**src/rtl/block_copy_ctrl.sv**
```systemverilog
// rtl/block_copy_ctrl.sv - byte-serial block move / block clear sequencer
// Stalls the core and walks data memory ascending, one byte per READ/WRITE step.
module block_copy_ctrl #(
  parameter int ADDR_W = 8,
  parameter int DATA_W = 8
) (
  input  logic              Clk,
  input  logic              Reset,
  input  logic              Start,
  input  logic              Mode,
  input  logic [ADDR_W-1:0] SrcAddr,
  input  logic [ADDR_W-1:0] DstAddr,
  input  logic [ADDR_W-1:0] Len,
  input  logic [DATA_W-1:0] MemRdData,
  output logic [ADDR_W-1:0] MemAddr,
  output logic              MemWrEn,
  output logic [DATA_W-1:0] ByteOut,
  output logic              CopySel,
  output logic              Busy,
  output logic              Stall,
  output logic              Done
);

  typedef enum logic [1:0] {IDLE, READ, WRITE, FIN} state_t;

  state_t              state_q, state_d;
  logic [ADDR_W-1:0]   src_q, src_d;
  logic [ADDR_W-1:0]   dst_q, dst_d;
  logic [ADDR_W-1:0]   cnt_q, cnt_d;
  logic                mode_q, mode_d;
  logic [DATA_W-1:0]   byte_q, byte_d;

  always_ff @(posedge Clk or posedge Reset) begin
    if (Reset) begin
      state_q <= IDLE;
      src_q   <= '0;
      dst_q   <= '0;
      cnt_q   <= '0;
      mode_q  <= 1'b0;
      byte_q  <= '0;
    end else begin
      state_q <= state_d;
      src_q   <= src_d;
      dst_q   <= dst_d;
      cnt_q   <= cnt_d;
      mode_q  <= mode_d;
      byte_q  <= byte_d;
    end
  end

  always_comb begin
    state_d = state_q;
    src_d   = src_q;
    dst_d   = dst_q;
    cnt_d   = cnt_q;
    mode_d  = mode_q;
    byte_d  = byte_q;
    MemAddr = '0;
    MemWrEn = 1'b0;
    CopySel = 1'b0;
    Busy    = 1'b0;
    Done    = 1'b0;

    case (state_q)
      IDLE: begin
        if (Start) begin
          mode_d = Mode;
          src_d  = SrcAddr;
          dst_d  = DstAddr;
          cnt_d  = Len;
          if (Len == '0)
            state_d = FIN;
          else if (Mode)
            state_d = WRITE;
          else
            state_d = READ;
        end
      end
      READ: begin
        MemAddr = src_q;
        Busy    = 1'b1;
        byte_d  = MemRdData;
        src_d   = src_q + ADDR_W'(1);
        state_d = WRITE;
      end
      WRITE: begin
        MemAddr = dst_q;
        MemWrEn = 1'b1;
        CopySel = mode_q;
        Busy    = 1'b1;
        dst_d   = dst_q + ADDR_W'(1);
        cnt_d   = cnt_q - ADDR_W'(1);
        // Count is never zero here: Len=0 bypasses straight to FIN.
        if (cnt_q == ADDR_W'(1))
          state_d = FIN;
        else if (mode_q)
          state_d = WRITE;
        else
          state_d = READ;
      end
      FIN: begin
        Done    = 1'b1;
        state_d = IDLE;
      end
      default: state_d = IDLE;
    endcase
  end

  assign ByteOut = byte_q;
  assign Stall   = Start | Busy;

endmodule

```
**config.mk**
```make
export PLATFORM = sky130hd
export DESIGN_NAME = block_copy_ctrl
export DESIGN_NICKNAME = d
export VERILOG_FILES = /design/src/rtl/block_copy_ctrl.sv
export SDC_FILE = /design/constraint.sdc
export NUM_CORES = 1
export LEC_CHECK = 0
export ABC_AREA = 1
export CAP_MARGIN = 20
export CORE_UTILIZATION = 50
export CTS_CLUSTER_SIZE = 10
export DETAILED_ROUTE_END_ITERATION = 16
export GPL_ROUTABILITY_DRIVEN = 0
export PLACE_DENSITY = 0.78
export SLEW_MARGIN = 0
export SYNTH_ARGS = -nofsm -noshare
export SYNTH_HDL_FRONTEND = slang
export SYNTH_SLANG_ARGS = --single-unit
```
**constraint.sdc**
```tcl
create_clock -name Clk -period 2.05 [get_ports Clk]
set_input_delay 0.41 -clock Clk [delete_from_list [all_inputs] [get_ports Clk]]
set_output_delay 0.41 -clock Clk [all_outputs]
set_load 0.05 [all_outputs]
```
==> metrics.csv <==
metric;value;unit
area post-placement;3113;um2
warnings from Yosys;0;
post-synthesis instance total;330;
number of flip-flops and latches in the synthesized netlist;35;
setup repair after global routing missed its margin;no;
global-route total usage across every layer;0.2484;
core region area;4384;um2
number of levels the H-tree was split into;2;
category of the worst setup path launch point;flop;
worst reg2reg path endpoint;cnt_q[5];
die area;4867;um2
detailed-placement wirelength estimate;4.131;mm
number of I/O port buffers;56;
hold path startpoint;ByteOut[3];
combined buffer and inverter count along the critical path;3;
final cycle utilization of the critical path;0.9740;
number of violations reported at the end of detailed-routing iteration 0;144;
startpoint of the worst register-to-register path;state_q[0];
Post-Route Skew;0.004468;ns
total congestion overflow;0;
post-route minimum period;1.997;ns
endpoint arrival time on the critical path;1.59;ns
cell chain of the critical path;inv_4 -> ha_4 -> buf_6 -> nand2_1 -> a21oi_4 -> buf_12;
wire length of the first global-routing pass;9.804;mm
Routed wire per std cell;12.78;um
Total Neg Setup Slack;0;ns
first-pass iteration count of the detailed router;4;
finished layout cell area;3367;um2
max-capacitance violation count;0;
proportion of synthesized chip area in sequential cells;0.3815;
setup slack of the most critical reg-to-reg path;0.26;ns
final hold violations;0;
via count;2293;
power per standard cell area;1847;nW/um2
critical path launch point;state_q[0];
number of distinct library cells after synthesis;35;
Slowest-stage cell, CP;dfrtp_2;
kind of capture point of the worst setup path;output port;
sinks on the clock net;35;
via count of the first global-routing pass;2253;
Hold Path Class;flop to flop;
via-per-instance ratio;5.118;
Boundary Pins;57;
Filler Cells Inserted;339;
biggest fanout along the worst timing path;8;
synthesized net count;374;
antenna violations before repair;0;
TritonCTS clock tree;done;
Routed WL;5.724;mm
peak clock frequency supported by timing;0.5008;GHz
number of buffers created by CTS;5;
clock slew at reported path FFs;0.07;ns
mean area per synthesized cell;6.957;um2
deepest clock path buffer count;2;
clock latency at the later pin of the worst-skew pair;0.28;ns
fraction of layout instances using a drive strength above 1;0.1692;
number of nets still failing antenna checks after routing;0;
n_diodes;0;
result of the run;finished clean;
y dimension of the die;69.77;um
Final Max Tran Viols;0;
maximum number of pins on one net before global-route repair;36;
slew at the pin closest to its max-slew limit;0.5004;ns
overall die width;69.77;um
relative area change from synthesis to final layout;46.65;%
worst max-slew margin expressed relative to the limit;0.6653;
R2R cell count;10;
largest incremental delay on the critical path;0.46;ns
final net count;439;
Leak Pwr;1.566;nW
number of endpoints failing setup at the final stage;0;
critical path start-end classification;flop to output port;
Mapped Area;2296;um2
number of remaining DRC errors;0;
required time at the endpoint of the critical path;1.64;ns
kind of cell adding the most delay to the critical path;flip-flops;
WHS Endpoint;ByteOut[3];
number of cells on the worst hold path;2;
CTS root buf;clkbuf_8;
number of buffers added to fix hold violations after cts;0;
maximum ir drop on the vdd rail;1.814;mV
Initial Util;0.5237;
standard-cell rows;24;
## worst max-delay path by stage
stage	endpoint	slack, ns	cells past startpoint
final	MemAddr[1]	0.05	6
after global routing	MemAddr[2]	0.01	6
after CTS	MemAddr[1]	0.01	6
after detailed placement	MemAddr[4]	0.24	5
after global placement	MemAddr[1]	0.28	5
after floorplan	MemAddr[3]	0.07	6
## repair_timing
item	4_1_cts	5_1_grt
pin swaps	1	0
buffers inserted	5	2
endpoints found under the setup margin	9	8
resized for setup	7	6
gates cloned	0	1
## Yosys cell counts
cell type  instances  share of area
buf_1              1         0.0016
nand3b_1           1         0.0033
nand3_1           15          0.033
nand2_4            1         0.0049
buf_2              4         0.0087
clkinv_1           1         0.0016
nand3_2            1         0.0044
o211ai_1           5          0.016
nor2_2             3         0.0082
a21oi_2            2         0.0076
inv_4              1         0.0027
clkinv_4           1         0.0038
o22ai_2            1         0.0054
ha_1               8          0.044
or2_2              1         0.0027
a31oi_1            3         0.0082
a21oi_1           16          0.035
xor2_1             1         0.0038
buf_6              3          0.015
a21boi_0           1         0.0033
nand2_1          133           0.22
clkbuf_1           1         0.0016
inv_6              1         0.0038
buf_12             1         0.0087
buf_4              1         0.0033
nor2_8             1         0.0087
o21bai_1           3         0.0098
nor2_4             1         0.0049
o21ai_1            2         0.0044
nor3_1             3         0.0065
inv_1             26          0.043
dfrtp_1           35           0.38
o21ai_2            1         0.0038
nor2_1            38          0.062
o21ai_0           13          0.028
## stage by stage
step,hold slack (ns),power (mW),utilization,cells,setup WS (ns)
2_1_floorplan,0.4482,4.085,-,330,0.07039
3_3_place_gp,0.4547,5.153,0.7100,432,0.2787
3_5_place_dp,0.4619,5.226,0.7100,432,0.2443
4_1_cts,0.4808,6.135,0.7540,445,0.01274
5_1_grt,0.4984,6.651,0.7680,448,0.01235
6_report,0.4751,6.219,0.7680,448,0.05326
## worst reg2reg max path: stages, from the launching register on
cell and delay [ns]:
dfrtp_2 0.46, inv_4 0.09, ha_4 0.19, buf_6 0.16, inv_4 0.09, nor2_4 0.17
nor2_8 0.08, inv_6 0.16, nand2_1 0.07, o21ai_0 0.15, nand2_1 0.07
## metal layers
metal | GRT usage | wire (um)
met2 | 0.4103 | 2744
met4 | 0.06444 | 58
met5 | 0 | 0
met1 | 0.3383 | 2611
met3 | 0.04070 | 309
## cell families (layout without fill, tap and decap cells)
family	Yosys count	after routing	synth area share
compound gates	47	47	0.1221
simple gates	198	198	0.3559
xor+xnor	1	1	0.003815
flops	35	35	0.3815
buf+inv	41	107	0.09319
fa+ha+maj	8	8	0.04360
## cell type report
cell class | instances | area, um2 | area share
sequential | 35 | 878.3 | 0.2609
multi-input combinational | 254 | 1341 | 0.3984
clock buffer | 6 | 72.57 | 0.02155
inverter | 30 | 140.1 | 0.04162
timing repair buffer | 69 | 809.5 | 0.2404
clock inverter | 2 | 60.06 | 0.01784
tap | 52 | 65.06 | 0.01932
## sequential cells by signal, summed over array words and instances, names as in the netlist
register	flops
src_q	8
dst_q	8
cnt_q	8
state_q	2
ByteOut	8
mode_q	1
## power by group
group | internal (mW) | total (mW) | leakage (nW) | switching [mW]
clock | 0.486 | 0.736 | 0.0654 | 0.250
combinational | 1.65 | 4.12 | 1.08 | 2.47
sequential | 1.05 | 1.37 | 0.416 | 0.318
## placed cells by master (no fill, tap or decap), drive strengths merged, types with 2 or more instances in the layout
cell type	n
nand2	134
clkdlybuf4s50	43
nor2	43
dfrtp	35
inv	28
buf	25
a21oi	18
nand3	16
o21ai	16
ha	8
clkbuf	7
o211ai	5
a31oi	3
o21bai	3
nor3	3
bufinv	2
clkinv	2
Note: power is estimated with default switching activity, not from simulation.
==> edit, RTL diff (config.mk and constraints unchanged) <==
The parameter `ADDR_W` goes from 8 to 9.
--- a/src/rtl/block_copy_ctrl.sv
+++ b/src/rtl/block_copy_ctrl.sv
@@ -3,3 +3,3 @@
 module block_copy_ctrl #(
-  parameter int ADDR_W = 8,
+  parameter int ADDR_W = 9,
   parameter int DATA_W = 8
Ports: changed (resized DstAddr, Len, MemAddr and SrcAddr); port bits go from 57 to 61. The function was not compared with the original's and may differ.
==> edit against the unedited design <==
Count of clock-buffer cells in the layout is 2 higher; sequential cell count up 3; worst setup slack worse by 21 ps; power rose by 5.9%; via count grew 12%; non-clock buffer count is 7 higher; wire length is 16% higher; area after synthesis grew 11%; final area rose by 8.8%; synthesized cell count up 8.8%; critical path type unchanged; critical endpoint is now MemAddr[4]; largest power group unchanged.
==> edit: results (changes against the unedited design) <==
[cells_and_area]
inverters = 41  ; +37%
num-nonclk-buffers = 76  ; +10%
multi_input_area_um2 = 1480  ; +10%
layout.nonclk_buf_frac = 0.237  ; -0.00333
clkbuf_count = 8  ; +2
final_cells = 498  ; +11%
seq_share = 0.260  ; -0.00122
clk_share = 0.0301  ; -0.00933
multi_input_gates = 268  ; +5.5%

[worst_setup_path]
r2r_cells = 9  ; -1
max_stage_delay_ps = 440  ; -20 ps
cpMaxStageDelayCell = dfrtp_1
arrival_ps = 1610  ; +20 ps

[logic_synthesis]
synthesis.nets = 406  ; +8.6%
synthTopCellsByArea = dfrtp_1 37%, nand2_1 19%, inv_1 4.9%
yosysSeqAreaShare = 0.374  ; -0.00727
synthCells = 359  ; +8.8%
synthTopCellsByCount = 128 x nand2_1, 38 x dfrtp_1, 33 x inv_1

[pwr]
p_leak_uw = 0.00170  ; +8.7%
ir_drop_mv = 1.35  ; -25%
clkPwrFrac = 0.093  ; -0.025
internal_power_uw = 3250  ; +2.2%

[grt]
grt.total_usage = 0.272  ; +0.0234
met1_usage = 0.349  ; +0.0112
met2_usage = 0.433  ; +0.0229
use_met3 = 0.0782  ; +0.0375
grt_pass1_vias = 2470  ; +9.6%

[timing]
slew-limit-headroom = 0.658  ; -0.00711
finClkSkew_ps = 6.38  ; +1.91 ps

[place]
dpl.cell_count = 483  ; +12%

[route]
vias = 2579  ; +12%
drtIter0Drc = 190  ; +32%
wl_per_cell_um = 13.4  ; +4.6%
drt-met1-wl_mm = 3.02  ; +16%
dr_wl_met2_mm = 3.08  ; +12%

[clock_tree]
clk_latency_ps = 300  ; +20 ps
cts.sinks = 38  ; +8.6%
postCtsSetupBuffers = 7  ; +2

[run_status]
status = complete, no violations

edit: cell types whose count changed after synthesis, sizes merged, moves of 5 or more:
cell / before / now
nor2: 43 / 38
inv: 28 / 38
nand2: 134 / 129
o21ai: 16 / 36
nand3: 16 / 24
edit: logic make-up (layout without fill, tap and decap cells):
logic type	after synthesis	count (layout)	share of synthesized area
buffers and inverters	53	125	0.0985
flip-flops	38	38	0.374
AO/OA/AOI/OAI	64	64	0.165
adder cells (fa/ha/maj)	8	8	0.0394
AND/OR/NAND/NOR	196	196	0.323
edit: stage by stage:
| stage | setup WS [ps] | setup TNS (ps) | instance area [um^2] | power [uW] | utilization |
|---|---|---|---|---|---|
| 6_report | 31.8 | 0 | 3660 | 6590 | 0.760 |
| 5_1_grt | -17.5 | -40.8 | 3660 | 7050 | 0.760 |
| 4_1_cts | 3.78 | 0 | 3650 | 6570 | 0.758 |
| 3_5_place_dp | 194 | 0 | 3460 | 5750 | 0.719 |
| 3_3_place_gp | 254 | 0 | 3460 | 5630 | 0.719 |
| 2_1_floorplan | 41.6 | 0 | 2670 | 4440 | - |
edit: worst paths after layout:
check                      startpoint         end  slack, ps
setup reg to reg           state_q[0]    dst_q[7]        200
max in group asynchronous       Reset    dst_q[5]       1150
hold reg to reg            ByteOut[3]  ByteOut[3]        470
setup / recovery           state_q[0]  MemAddr[4]         30
hold / removal             ByteOut[3]  ByteOut[3]        470
min in group asynchronous       Reset  ByteOut[5]        550
edit: worst max-delay path: cells and delay by family, from the launching register on:
| family | cells | cell delay (ps) |
|---|---|---|
| flops | 1 | 440 |
| buf+inv | 2 | 270 |
| fa+ha+maj | 1 | 230 |
| compound gates | 1 | 210 |
| simple gates | 1 | 150 |
